**config.mk**
```make
export PLATFORM = sky130hd
export DESIGN_NAME = io_port_fifo
export DESIGN_NICKNAME = d
export VERILOG_FILES = /design/src/rtl/io_port_pkg.sv /design/src/rtl/io_fifo.sv /design/src/rtl/io_port_fifo.sv
export SDC_FILE = /design/constraint.sdc
export NUM_CORES = 1
export LEC_CHECK = 0
export CELL_PAD_IN_SITES_DETAIL_PLACEMENT = 0
export CELL_PAD_IN_SITES_GLOBAL_PLACEMENT = 1
export CORE_ASPECT_RATIO = 0.75
export CORE_MARGIN = 5
export CORE_UTILIZATION = 48
export DETAILED_ROUTE_END_ITERATION = 16
export PLACE_DENSITY = 0.85
export SYNTH_ARGS = -nofsm -noshare
export SYNTH_HDL_FRONTEND = slang
export SYNTH_SLANG_ARGS = --single-unit
```
**constraint.sdc**
```tcl
create_clock -name clock -period 12.45 [get_ports clock]
set_input_delay 1.245 -clock clock [delete_from_list [all_inputs] [get_ports clock]]
set_output_delay 1.245 -clock clock [all_outputs]
set_load 0.05 [all_outputs]
```
**src/rtl/io_port_pkg.sv**
```systemverilog
// rtl/io_port_pkg.sv - shared defaults, count-width helper and output state type for io_port_fifo
package io_port_pkg;

    localparam int DEF_DATA_W = 32;
    localparam int DEF_DEPTH  = 4;

    typedef enum logic {
        IDLE    = 1'b0,
        PENDING = 1'b1
    } out_state_t;

    // Occupancy must represent 0..depth inclusive, hence one bit more than the pointer.
    function automatic int cnt_w(input int depth);
        return $clog2(depth) + 1;
    endfunction

endpackage

```
**src/rtl/io_fifo.sv**
```systemverilog
// rtl/io_fifo.sv - show-ahead circular input buffer with registered count/full/empty
module io_fifo
    import io_port_pkg::*;
#(
    parameter int DATA_W = DEF_DATA_W,
    parameter int DEPTH  = DEF_DEPTH
) (
    input  logic                      clock,
    input  logic                      clear,
    input  logic                      push,
    input  logic                      pop,
    input  logic [DATA_W-1:0]         wr_data,
    output logic [DATA_W-1:0]         rd_data,
    output logic                      full,
    output logic                      empty,
    output logic [cnt_w(DEPTH)-1:0]   count
);

    localparam int PTR_W = $clog2(DEPTH);
    localparam int CNT_W = cnt_w(DEPTH);

    logic [DATA_W-1:0] mem [DEPTH];
    logic [PTR_W-1:0]  wr_ptr;
    logic [PTR_W-1:0]  rd_ptr;
    logic [CNT_W-1:0]  count_d;
    logic              push_ok;
    logic              pop_ok;

    // Gating uses only registered flags, so a full buffer refuses a push even when a pop is in flight.
    assign push_ok = push & ~full;
    assign pop_ok  = pop & ~empty;

    assign rd_data = mem[rd_ptr];

    always_comb begin
        count_d = count;
        case ({push_ok, pop_ok})
            2'b10:   count_d = count + CNT_W'(1);
            2'b01:   count_d = count - CNT_W'(1);
            default: count_d = count;
        endcase
    end

    // Storage is cleared too so the head reads zero out of reset.
    always_ff @(posedge clock or posedge clear) begin
        if (clear) begin
            for (int i = 0; i < DEPTH; i++) begin
                mem[i] <= '0;
            end
            wr_ptr <= '0;
            rd_ptr <= '0;
            count  <= '0;
            full   <= 1'b0;
            empty  <= 1'b1;
        end else begin
            if (push_ok) begin
                mem[wr_ptr] <= wr_data;
                wr_ptr      <= wr_ptr + PTR_W'(1);
            end
            if (pop_ok) begin
                rd_ptr <= rd_ptr + PTR_W'(1);
            end
            count <= count_d;
            full  <= (count_d == CNT_W'(DEPTH));
            empty <= (count_d == '0);
        end
    end

endmodule

```
**src/rtl/io_port_fifo.sv**
```systemverilog
// rtl/io_port_fifo.sv - CPU I/O port: handshaked output register plus buffered input FIFO (irq via IO_PORT_IRQ_EN)
module io_port_fifo
    import io_port_pkg::*;
#(
    parameter int DATA_W = DEF_DATA_W,
    parameter int DEPTH  = DEF_DEPTH
) (
    input  logic                      clock,
    input  logic                      clear,
    input  logic                      out_wr,
    input  logic [DATA_W-1:0]         bus_d,
    output logic [DATA_W-1:0]         out_q,
    output logic                      out_valid,
    input  logic                      out_ack,
    input  logic [DATA_W-1:0]         ext_d,
    input  logic                      ext_valid,
    output logic                      ext_ready,
    input  logic                      in_rd,
    output logic [DATA_W-1:0]         in_q,
    output logic                      in_empty,
    output logic                      in_full,
    output logic [cnt_w(DEPTH)-1:0]   in_count,
    output logic                      overrun,
    input  logic                      ovr_clr
`ifdef IO_PORT_IRQ_EN
    ,
    output logic                      irq
`endif
);

    out_state_t state_q;
    out_state_t state_d;
    logic       load_out;
    logic       drop;

    always_ff @(posedge clock or posedge clear) begin
        if (clear) begin
            state_q <= IDLE;
        end else begin
            state_q <= state_d;
        end
    end

    // A new write always wins over a concurrent ack: the device must see the latest value.
    always_comb begin
        state_d  = state_q;
        load_out = 1'b0;
        case (state_q)
            IDLE: begin
                if (out_wr) begin
                    load_out = 1'b1;
                    state_d  = PENDING;
                end
            end
            PENDING: begin
                if (out_wr) begin
                    load_out = 1'b1;
                end else if (out_ack) begin
                    state_d = IDLE;
                end
            end
            default: state_d = IDLE;
        endcase
    end

    always_ff @(posedge clock or posedge clear) begin
        if (clear) begin
            out_q <= '0;
        end else if (load_out) begin
            out_q <= bus_d;
        end
    end

    assign out_valid = (state_q == PENDING);

    io_fifo #(
        .DATA_W (DATA_W),
        .DEPTH  (DEPTH)
    ) u_fifo (
        .clock   (clock),
        .clear   (clear),
        .push    (ext_valid),
        .pop     (in_rd),
        .wr_data (ext_d),
        .rd_data (in_q),
        .full    (in_full),
        .empty   (in_empty),
        .count   (in_count)
    );

    assign ext_ready = ~in_full;
    assign drop      = ext_valid & in_full;

    always_ff @(posedge clock or posedge clear) begin
        if (clear) begin
            overrun <= 1'b0;
        end else if (drop) begin
            overrun <= 1'b1;
        end else if (ovr_clr) begin
            overrun <= 1'b0;
        end
    end

`ifdef IO_PORT_IRQ_EN
    logic ack_done;

    // Completion is the PENDING->IDLE transition taken on this edge, giving a one-cycle pulse.
    assign ack_done = (state_q == PENDING) && (state_d == IDLE);

    always_ff @(posedge clock or posedge clear) begin
        if (clear) begin
            irq <= 1'b0;
        end else begin
            irq <= ~in_empty | overrun | ack_done;
        end
    end
`endif

endmodule

```
Yosys cells after proc, flatten, opt, wreduce, memory -nomap -nowiden

Index checks and enable logic that the tools add are counted.
W data, S select, Z words.

Input port bits: 71
Output and inout bits: 72
Bits in registers: 171
Logic and storage cells: 46

Magnitude comparators: 3
Mux-type cells: 13
$add $sub $neg: 4
Reduce and logical (&&, ||, !) cells: 3
Equality and inequality tests: 3
Bitwise gates (word level): 8

Operator list:

| kind                  | number |
|---|---|
| $bwmux W128           | 1 |
| $mux W32              | 3 |
| $bmux W32 S2          | 1 |
| $demux W32 S2         | 1 |
| $ge A3 B3 Y1 const B  | 2 |
| $not A2 Y3            | 2 |
| $pmux W3 S2           | 1 |
| $mux W1               | 5 |
| $add A2 B1 Y2 const B | 2 |
| $add A3 B1 Y3 const B | 1 |
| $and A1 B1 Y1         | 3 |
| $eq A3 B3 Y1 const B  | 1 |
| $logic_not A3 Y1      | 1 |
| $lt A3 B1 Y1 const B  | 1 |
| $not A1 Y1            | 3 |
| $sub A3 B1 Y3 const B | 1 |
| $eq A2 B1 Y1 const B  | 1 |
| $eq A2 B2 Y1 const B  | 1 |
| $pmux W1 S2           | 1 |
| $reduce_bool A2 Y1    | 1 |
| $logic_and A1 B1 Y1   | 1 |

Logic depth before layout (Yosys ltp)

Gate-level depths: netlist of run 1.

Depth after elaboration: 6
Mapped depth: 8
Mapped depth without buffers: 7

Hierarchy

A second synthesis of run 1 with hierarchy kept.

Cells, all modules: 431
Area, all modules: 8119.0 µm²

Modules (own cells, without submodules):

| module       | area each (µm²) | seq. area each (µm²) | times used | cells an instance |
|---|---|---|---|---|
| io_fifo      | 6696.4          | 3429.5               | 1          | 354 |
| io_port_fifo | 1422.6          | 850.8                | 1          | 77 |

Least setup slack after synthesis of run 1

Ideal clock, no wire load.

Path kind: input -> register
Start point: input port ext_valid
End point: register u_fifo.count[2]
Setup slack: 9.499 ns
Cell stages on the path: 8
Arrival: 2.824 ns
Buffers on the path: 1
Data required time: 12.323 ns
Setup time: 0.127 ns
Cell sequence: nor2b_4 > buf_12 > inv_1 > ha_1 > fa_1 > xnor2_1 > o21a_1 > or2_2

Longest elaborated chain between the ends: 3
Elaborated cells on any way between the ends: 4
Classes of those cells: 2 x eq/ne; 1 x mux; 1 x bitwise

Ends and longest elaborated chain:

| item                                                | line               | text |
|---|---|---|
| start: declaration                                  | io_port_fifo.sv:16 | `input logic ext_valid,` |
| $and A1 B1 Y1 (*)                                   | io_fifo.sv:30      | `assign push_ok = push & ~full;` |
| $eq A2 B1 Y1 / $eq A2 B2 Y1 (equally long branches) | io_fifo.sv:37      | `case ({push_ok, pop_ok})` |
| $pmux W3 S2 (*)                                     | io_fifo.sv:37      |  |
| via u_fifo.count_d[2]                               | io_fifo.sv:25      | `logic [CNT_W-1:0] count_d;` |
| end signal: assignment                              | io_fifo.sv:63      | `count <= count_d;` |
| end: declaration                                    | io_fifo.sv:16      | `output logic [cnt_w(DEPTH)-1:0] count` |

The timed path passes the listed nets; every way through them passes the cells marked *.
A chain may end at the register's enable or synchronous reset.

Worst setup path after layout of run 1

Start point: register u_fifo.rd_ptr[1]
End point: output port in_q[11]

Longest elaborated chain between the ends: 4

Ends and longest elaborated chain:

| item                                        | line               | text |
|---|---|---|
| start: declaration                          | io_fifo.sv:24      | `logic [PTR_W-1:0] rd_ptr;` |
| start signal: assignment                    | io_fifo.sv:61      | `rd_ptr <= rd_ptr + PTR_W'(1);` |
| $not A2 Y3 (implied by the code)            | io_fifo.sv:33      | `assign rd_data = mem[rd_ptr];` |
| $bmux W32 S2                                | io_fifo.sv:33      |  |
| $mux W32 (implied by the code) (2 in a row) | io_fifo.sv:33      |  |
| end: declaration                            | io_port_fifo.sv:19 | `output logic [DATA_W-1:0] in_q,` |

No other way between the ends. The select of a mux whose other input is x is not followed.

==> impl_metrics.yaml, run 1 <==
synthesis:
  synth_cells: 430
  synth_top_cell_area_share: 0.536
  yosysMostFrequentCell: "dfrtp_1"
  syn_area_um2: 7940
  ys_types: 28
  synth_flop_cell: "dfrtp_1"
  seq_area_frac_synth: 0.539
  yosysTopAreaCell: "dfrtp_1"
  synth_seq_cells: 171
  yosys-top-cells-count: "dfrtp_1 (170), mux2_4 (120), mux2_2 (41)"
  synth_edf_count: 0
  ys_warn_count: 0
  synthArstFlopShare: 1.00
  synth.net_count: 507
  yosys-top-cells-area: "dfrtp_1 (54%), mux2_4 (23%), mux4_2 (9.1%), mux2_2 (5.8%), buf_12 (3.3%)"
  syn_area_per_cell_um2: 18.5
worst_setup_path:
  crit_end: "in_q[11]"
  critPathLaunchType: "flip-flop"
  crit_required_ps: 11200
  reg2reg_depth: 7
  critical_path_buf_inv_count: 2
  crit_family: "buffers and inverters"
  cp_num_cells: 3
  critPathArrivalTime_ps: 2790
  crit_type: "flip-flop to primary output"
  rr_startpoint: "u_fifo.full"
  worstReg2RegEnd: "u_fifo.count[2]"
  r2r_slack_ps: 9960
  critPathSlowestCell: "clkdlybuf4s50_1"
  slowest_delay_ps: 720
  cp-startpoint: "u_fifo.rd_ptr[1]"
  crit_chain: "buf_4, mux4_2, clkdlybuf4s50_1"
  crit_fanout: 27
  end_kind: "primary output"
timing:
  tightest_slew_ps: 994
  clock_skew_ps: 5.63
  finalSetupTns_ps: 0
  finalSetupViolCount: 0
  relSlewSlack: 0.337
  slew_violations: 0
  hold_viol_final: 0
  fmax_ghz: 0.248
  post-route-min-period_ps: 4030
  fin_ws_ps: 8420
  fin_crit_sh: 0.324
  rsz0062_at_grt: "false"
clocking:
  hold_buffers: 0
  insertion_delay_ps: 410
  cts_max_path_buffers: 2
  htree_levels: 4
  post_cts_resized: 0
  clk_pin_slew_ps: 60
  cts_setup_buffers: 0
  cts_made_buffers: 17
  cts_root_buf: "clkbuf_16"
  cts_tree: "yes"
  cts_sinks: 171
global_routing:
  first_global_vias: 4725
  grt_max_degree: 99
  grt_overflow_total: 0
  grt_pass1_wl_um: 25900
  grt_util_all_layers: 0.175
  antenna_found_initial: 0
cells_and_area:
  nFillCells: 1175
  layout-drive-gt1-share: 0.399
  antenna_cells: 0
  area.growth.synth_to_final_pct: 25.3
  fin_nets: 645
  fin_cells: 791
placement:
  port_buffers: 142
  post-dp-hpwl_um: 10000
  place_inst: 759
  gp_congestion: 0.702
  preCtsSetupSlack_ps: 8670
route:
  wl_um: 16000
  firstDrtPassIters: 6
  drcViolationCount: 0
  route.vias.total: 4152
  ant_nets: 0
  vias_per_cell: 5.25
  drt_iter0_markers: 171
  avgRoutedWirePerCell_um: 20.3
power:
  p_clk_frac: 0.186
  switching_share: 0.372
  p_leak_nw: 4.53
  internal_power_mw: 1.93
  pwr-share-seq: 0.316
  powerDensity_nw_per_um2: 308
  combPwrFrac: 0.499
  irDropWorstVdd_uv: 177
  p_switching_mw: 1.14
floorplanning:
  die_area_um2: 19200
  die_x_um: 159
  placeableCoreArea_um2: 16100
  io_pins: 143
  row_count: 40
  initial_core_util: 0.493
  die_h_um: 121
worst_hold_path:
  hold_path.class: "flip-flop to flip-flop"
  hold_start: "u_fifo.mem[62]"
run_status:
  outcome: "finished, final reports clean"
flow_run:
  cap_violations: 0
state kept, by name, indices dropped and copies added, names as in the netlist:
name and count:
out_q 32, out_valid 1, overrun 1, u_fifo.count 3
u_fifo.empty 1, u_fifo.full 1, u_fifo.mem 128, u_fifo.rd_ptr 2
u_fifo.wr_ptr 2
how the worst min path moves through the flow:
stage | endpoint | slack [ps] | cells after the start
CTS | u_fifo.mem[30] | 510 | 1
global route | u_fifo.mem[70] | 510 | 1
floorplan | u_fifo.mem[63] | 470 | 1
detailed placement | u_fifo.mem[97] | 490 | 1
finish | u_fifo.mem[62] | 500 | 1
global placement | out_valid | 460 | 1
metal layers:
| layer | GRT usage | part of all wire | wire, um | vias to the layer above |
|---|---|---|---|---|
| met5 | 0 | 0 | 0 | - |
| li1 | - | - | - | 1835 |
| met1 | 0.246 | 0.47 | 7540 | 2231 |
| met4 | 0.0405 | 0.0097 | 155 | 0 |
| met2 | 0.271 | 0.48 | 7730 | 75 |
| met3 | 0.0474 | 0.039 | 618 | 11 |
worst register-to-register path: cells and delay by family (launching register included):
kind,cells,cell delay [ps]
xor gates and xnor gates,1,330
and+or+nand+nor,3,870
adders and majority gates,2,630
buffers and inverters,1,100
DFF,1,450
metrics by stage:
| stage | power, mW | utilization | area [um^2] | hold slack, ps |
|---|---|---|---|---|
| after global placement | 2.47 | 0.579 | 9330 | 464 |
| after floorplan | 2.14 | - | 7940 | 474 |
| after CTS | 3.09 | 0.618 | 9960 | 506 |
| after detailed placement | 2.51 | 0.579 | 9330 | 490 |
| after global routing | 3.20 | 0.618 | 9960 | 508 |
| final | 3.06 | 0.618 | 9960 | 503 |
power groups by stage:
stage | clock (mW) | sequential (mW) | combinational, mW
2_1_floorplan | 0 | 0.956 | 1.19
3_3_place_gp | 0 | 0.954 | 1.52
3_5_place_dp | 0 | 0.970 | 1.54
4_1_cts | 0.583 | 0.966 | 1.55
5_1_grt | 0.608 | 0.994 | 1.60
6_report | 0.570 | 0.967 | 1.53
area by class of cell:
type,count,area (um^2),area share
repair buffers,145,1440,0.145
clock buffers,25,465,0.0468
flip-flops and latches,171,4280,0.430
well taps,210,263,0.0264
inverters,7,31.3,0.00314
clock inverters,7,163,0.0163
multi-input cells,226,3310,0.332
cell usage in the layout, fill, tap and decap left out, drive strengths merged:
cell type | Yosys | routed
a21o | 1 | 1
a21oi | 1 | 1
a31o | 1 | 1
buf | 24 | 3
bufinv | 0 | 5
clkbuf | 2 | 25
clkdlybuf4s50 | 0 | 142
clkinv | 0 | 1
clkinvlp | 0 | 1
dfrtp | 170 | 170
dfstp | 1 | 1
fa | 1 | 1
ha | 5 | 5
inv | 7 | 7
mux2 | 161 | 161
mux4 | 32 | 32
nand2 | 7 | 7
nor2 | 1 | 1
nor2b | 2 | 2
nor3 | 2 | 2
nor3b | 1 | 1
nor4bb | 1 | 1
o21a | 1 | 1
o21ai | 2 | 2
or2 | 1 | 1
xnor2 | 5 | 5
xor2 | 1 | 1
cells by family after synthesis:
kind of cell / count (synthesis) / synth area share
compound gates: 6 / 0.00488
xor+xnor: 6 / 0.00662
fa+ha+maj: 6 / 0.0104
buf+inv: 33 / 0.0449
flops: 171 / 0.539
mux: 193 / 0.376
simple gates: 15 / 0.0187
Note: power is estimated with default switching activity, not from simulation.
==> inputs of run 2 (changes only) <==
CORE_UTILIZATION = 40   (was 48)
PLACE_DENSITY = 0.76   (was 0.85)
clock period = 3.4 ns   (was 12.45 ns; I/O delays follow)
==> run 2 against run 1 <==
Effect of this change: non-clock buffer count up 5; clock-buffer cell count down 6; sequential cell count unchanged; largest power group unchanged; global-route usage down 2.5 points; critical path depth unchanged; core utilization down 10 points; clock skew up 5.5 ps; hold slack worse by 29 ps; cell area up 0.79%; routed wire length up 2.6%; die area up 18%.
==> impl_metrics.yaml, run 2 (synthesis gave the netlist of run 1 again) <==
run_status:
  outcome: "finished, final reports clean"
cells_and_area:
  final_cell_mix: "dfrtp_1 (168), clkdlybuf4s50_1 (142), mux2_4 (120)"
  final_common_cell: "dfrtp_1"
  layout-drive-gt1-share: 0.415
  area.growth.synth_to_final_pct: 26.3
  nFillCells: 1593
  largest_reg_flops: 128
  fin_nets: 650
  regMostFlops: "u_fifo.mem"
  antenna_cells: 0
  largestRegisters: "u_fifo.mem x128, out_q x32, u_fifo.count x3"
power:
  irDropWorstVdd_uv: 696
  p_leak_nw: 4.53
  powerDensity_nw_per_um2: 1100
worst_setup_path:
  crit_chain: "buf_4, mux4_2, clkdlybuf4s50_1"
  critPathSlowestCell: "clkdlybuf4s50_1"
  slowest_delay_ps: 720
  end_kind: "primary output"
  critPathLaunchType: "flip-flop"
  crit_type: "flip-flop to primary output"
  critPathArrivalTime_ps: 2600
  crit_required_ps: 3060
  crit_fanout: 12
global_routing:
  grt_overflow_total: 0
  grt_max_degree: 57
  grt_pass1_wl_um: 27200
  first_global_vias: 4793
  antenna_found_initial: 0
  grt_util_all_layers: 0.150
placement:
  preCtsSetupSlack_ps: 842
  port_buffers: 142
  post-dp-hpwl_um: 10600
  gp_congestion: 0.704
route:
  wl_um: 16500
  vias_per_cell: 4.93
  ant_nets: 0
  route.vias.total: 4136
  met1_length_um: 7500
  drt_iter0_markers: 225
  routed.top_layer: "met4"
  met3_length_um: 516
  avgRoutedWirePerCell_um: 19.6
  drcViolationCount: 0
  met2_length_um: 8280
  firstDrtPassIters: 4
clocking:
  clk_pin_slew_ps: 70
  cts_max_path_buffers: 2
  cts_sinks: 171
  cts_root_buf: "clkbuf_16"
  insertion_delay_ps: 420
  cts_tree: "yes"
  htree_levels: 4
  cts_setup_buffers: 0
  cts_made_buffers: 17
  hold_buffers: 0
  post_cts_resized: 0
floorplanning:
  io_pins: 143
  die_x_um: 173
  die_area_um2: 22800
  initial_core_util: 0.409
  die_h_um: 132
  row_count: 44
  placeableCoreArea_um2: 19400
timing:
  fmax_ghz: 0.341
  finalSetupViolCount: 0
  slew_violations: 0
  tightest_slew_ps: 945
  fin_crit_sh: 0.864
  fin_ws_ps: 464
  clock_skew_ps: 11.1
  hold_viol_final: 0
  post-route-min-period_ps: 2940
  finalSetupTns_ps: 0
  rsz0062_at_grt: "false"
  relSlewSlack: 0.369
worst_hold_path:
  hold_path.class: "input pin to async pin"
flow_run:
  cap_violations: 0
## run 2: cell types whose count changed in the layout (fill, tap and decap cells not counted), sizes merged
cell	before	now
clkinvlp	1	5
buf	3	8
bufinv	5	0
clkbuf	25	19
clkinv	1	5
inv	7	10
## run 2: final timing paths
check	end	slack (ps)	cells after the start	start
min reg2reg	out_valid	480	1	out_valid
max reg2reg	u_fifo.count[2]	1340	6	u_fifo.empty
max in group asynchronous	u_fifo.mem[15]	2140	3	clear
max	in_q[9]	460	3	u_fifo.rd_ptr[1]
min in group clock	out_valid	480	1	out_valid
min	overrun	470	2	clear
## run 2: per-layer routing
metal,track usage,vias up
li1,-,1849
met1,0.200,2207
met2,0.247,68
met3,0.0367,12
met4,0.0402,0
met5,0,-
## run 2: cell type report
type / count / area (um^2) / area share
Timing Repair Buffer: 150 / 1540 / 0.154
Tap cell: 253 / 317 / 0.0315
Clock inverter: 13 / 111 / 0.0111
Sequential cell: 171 / 4280 / 0.427
Multi-Input combinational cell: 226 / 3310 / 0.330
Inverter: 7 / 30.0 / 0.00299
Clock buffer: 19 / 443 / 0.0441
## run 2: through the flow
| stage | cell area (um^2) | util | power [mW] | hold slack [ps] | cells |
|---|---|---|---|---|---|
| CTS | 10000 | 0.516 | 11.1 | 463 | 839 |
| detailed placement | 9480 | 0.488 | 9.27 | 468 | 807 |
| global placement | 9480 | 0.488 | 9.16 | 465 | 807 |
| floorplan | 7950 | - | 7.85 | 448 | 430 |
| finish | 10000 | 0.516 | 11.0 | 474 | 839 |
| global route | 10000 | 0.516 | 11.5 | 488 | 839 |
## run 2: report_power, final
group	total (mW)	switching, mW	leakage, nW	internal (mW)
Sequential	3.53	0.610	2.02	2.92
Clock	1.82	0.852	0.259	0.972
Combinational	5.65	2.80	2.25	2.85
Total	11.0	4.26	4.53	6.74
## run 2: worst max-delay path, delay by kind of cell (launching register included)
kind                   cells  cell delay (ps)
buffers and inverters      2             1010
flip-flops                 1              640
multiplexers               1              530
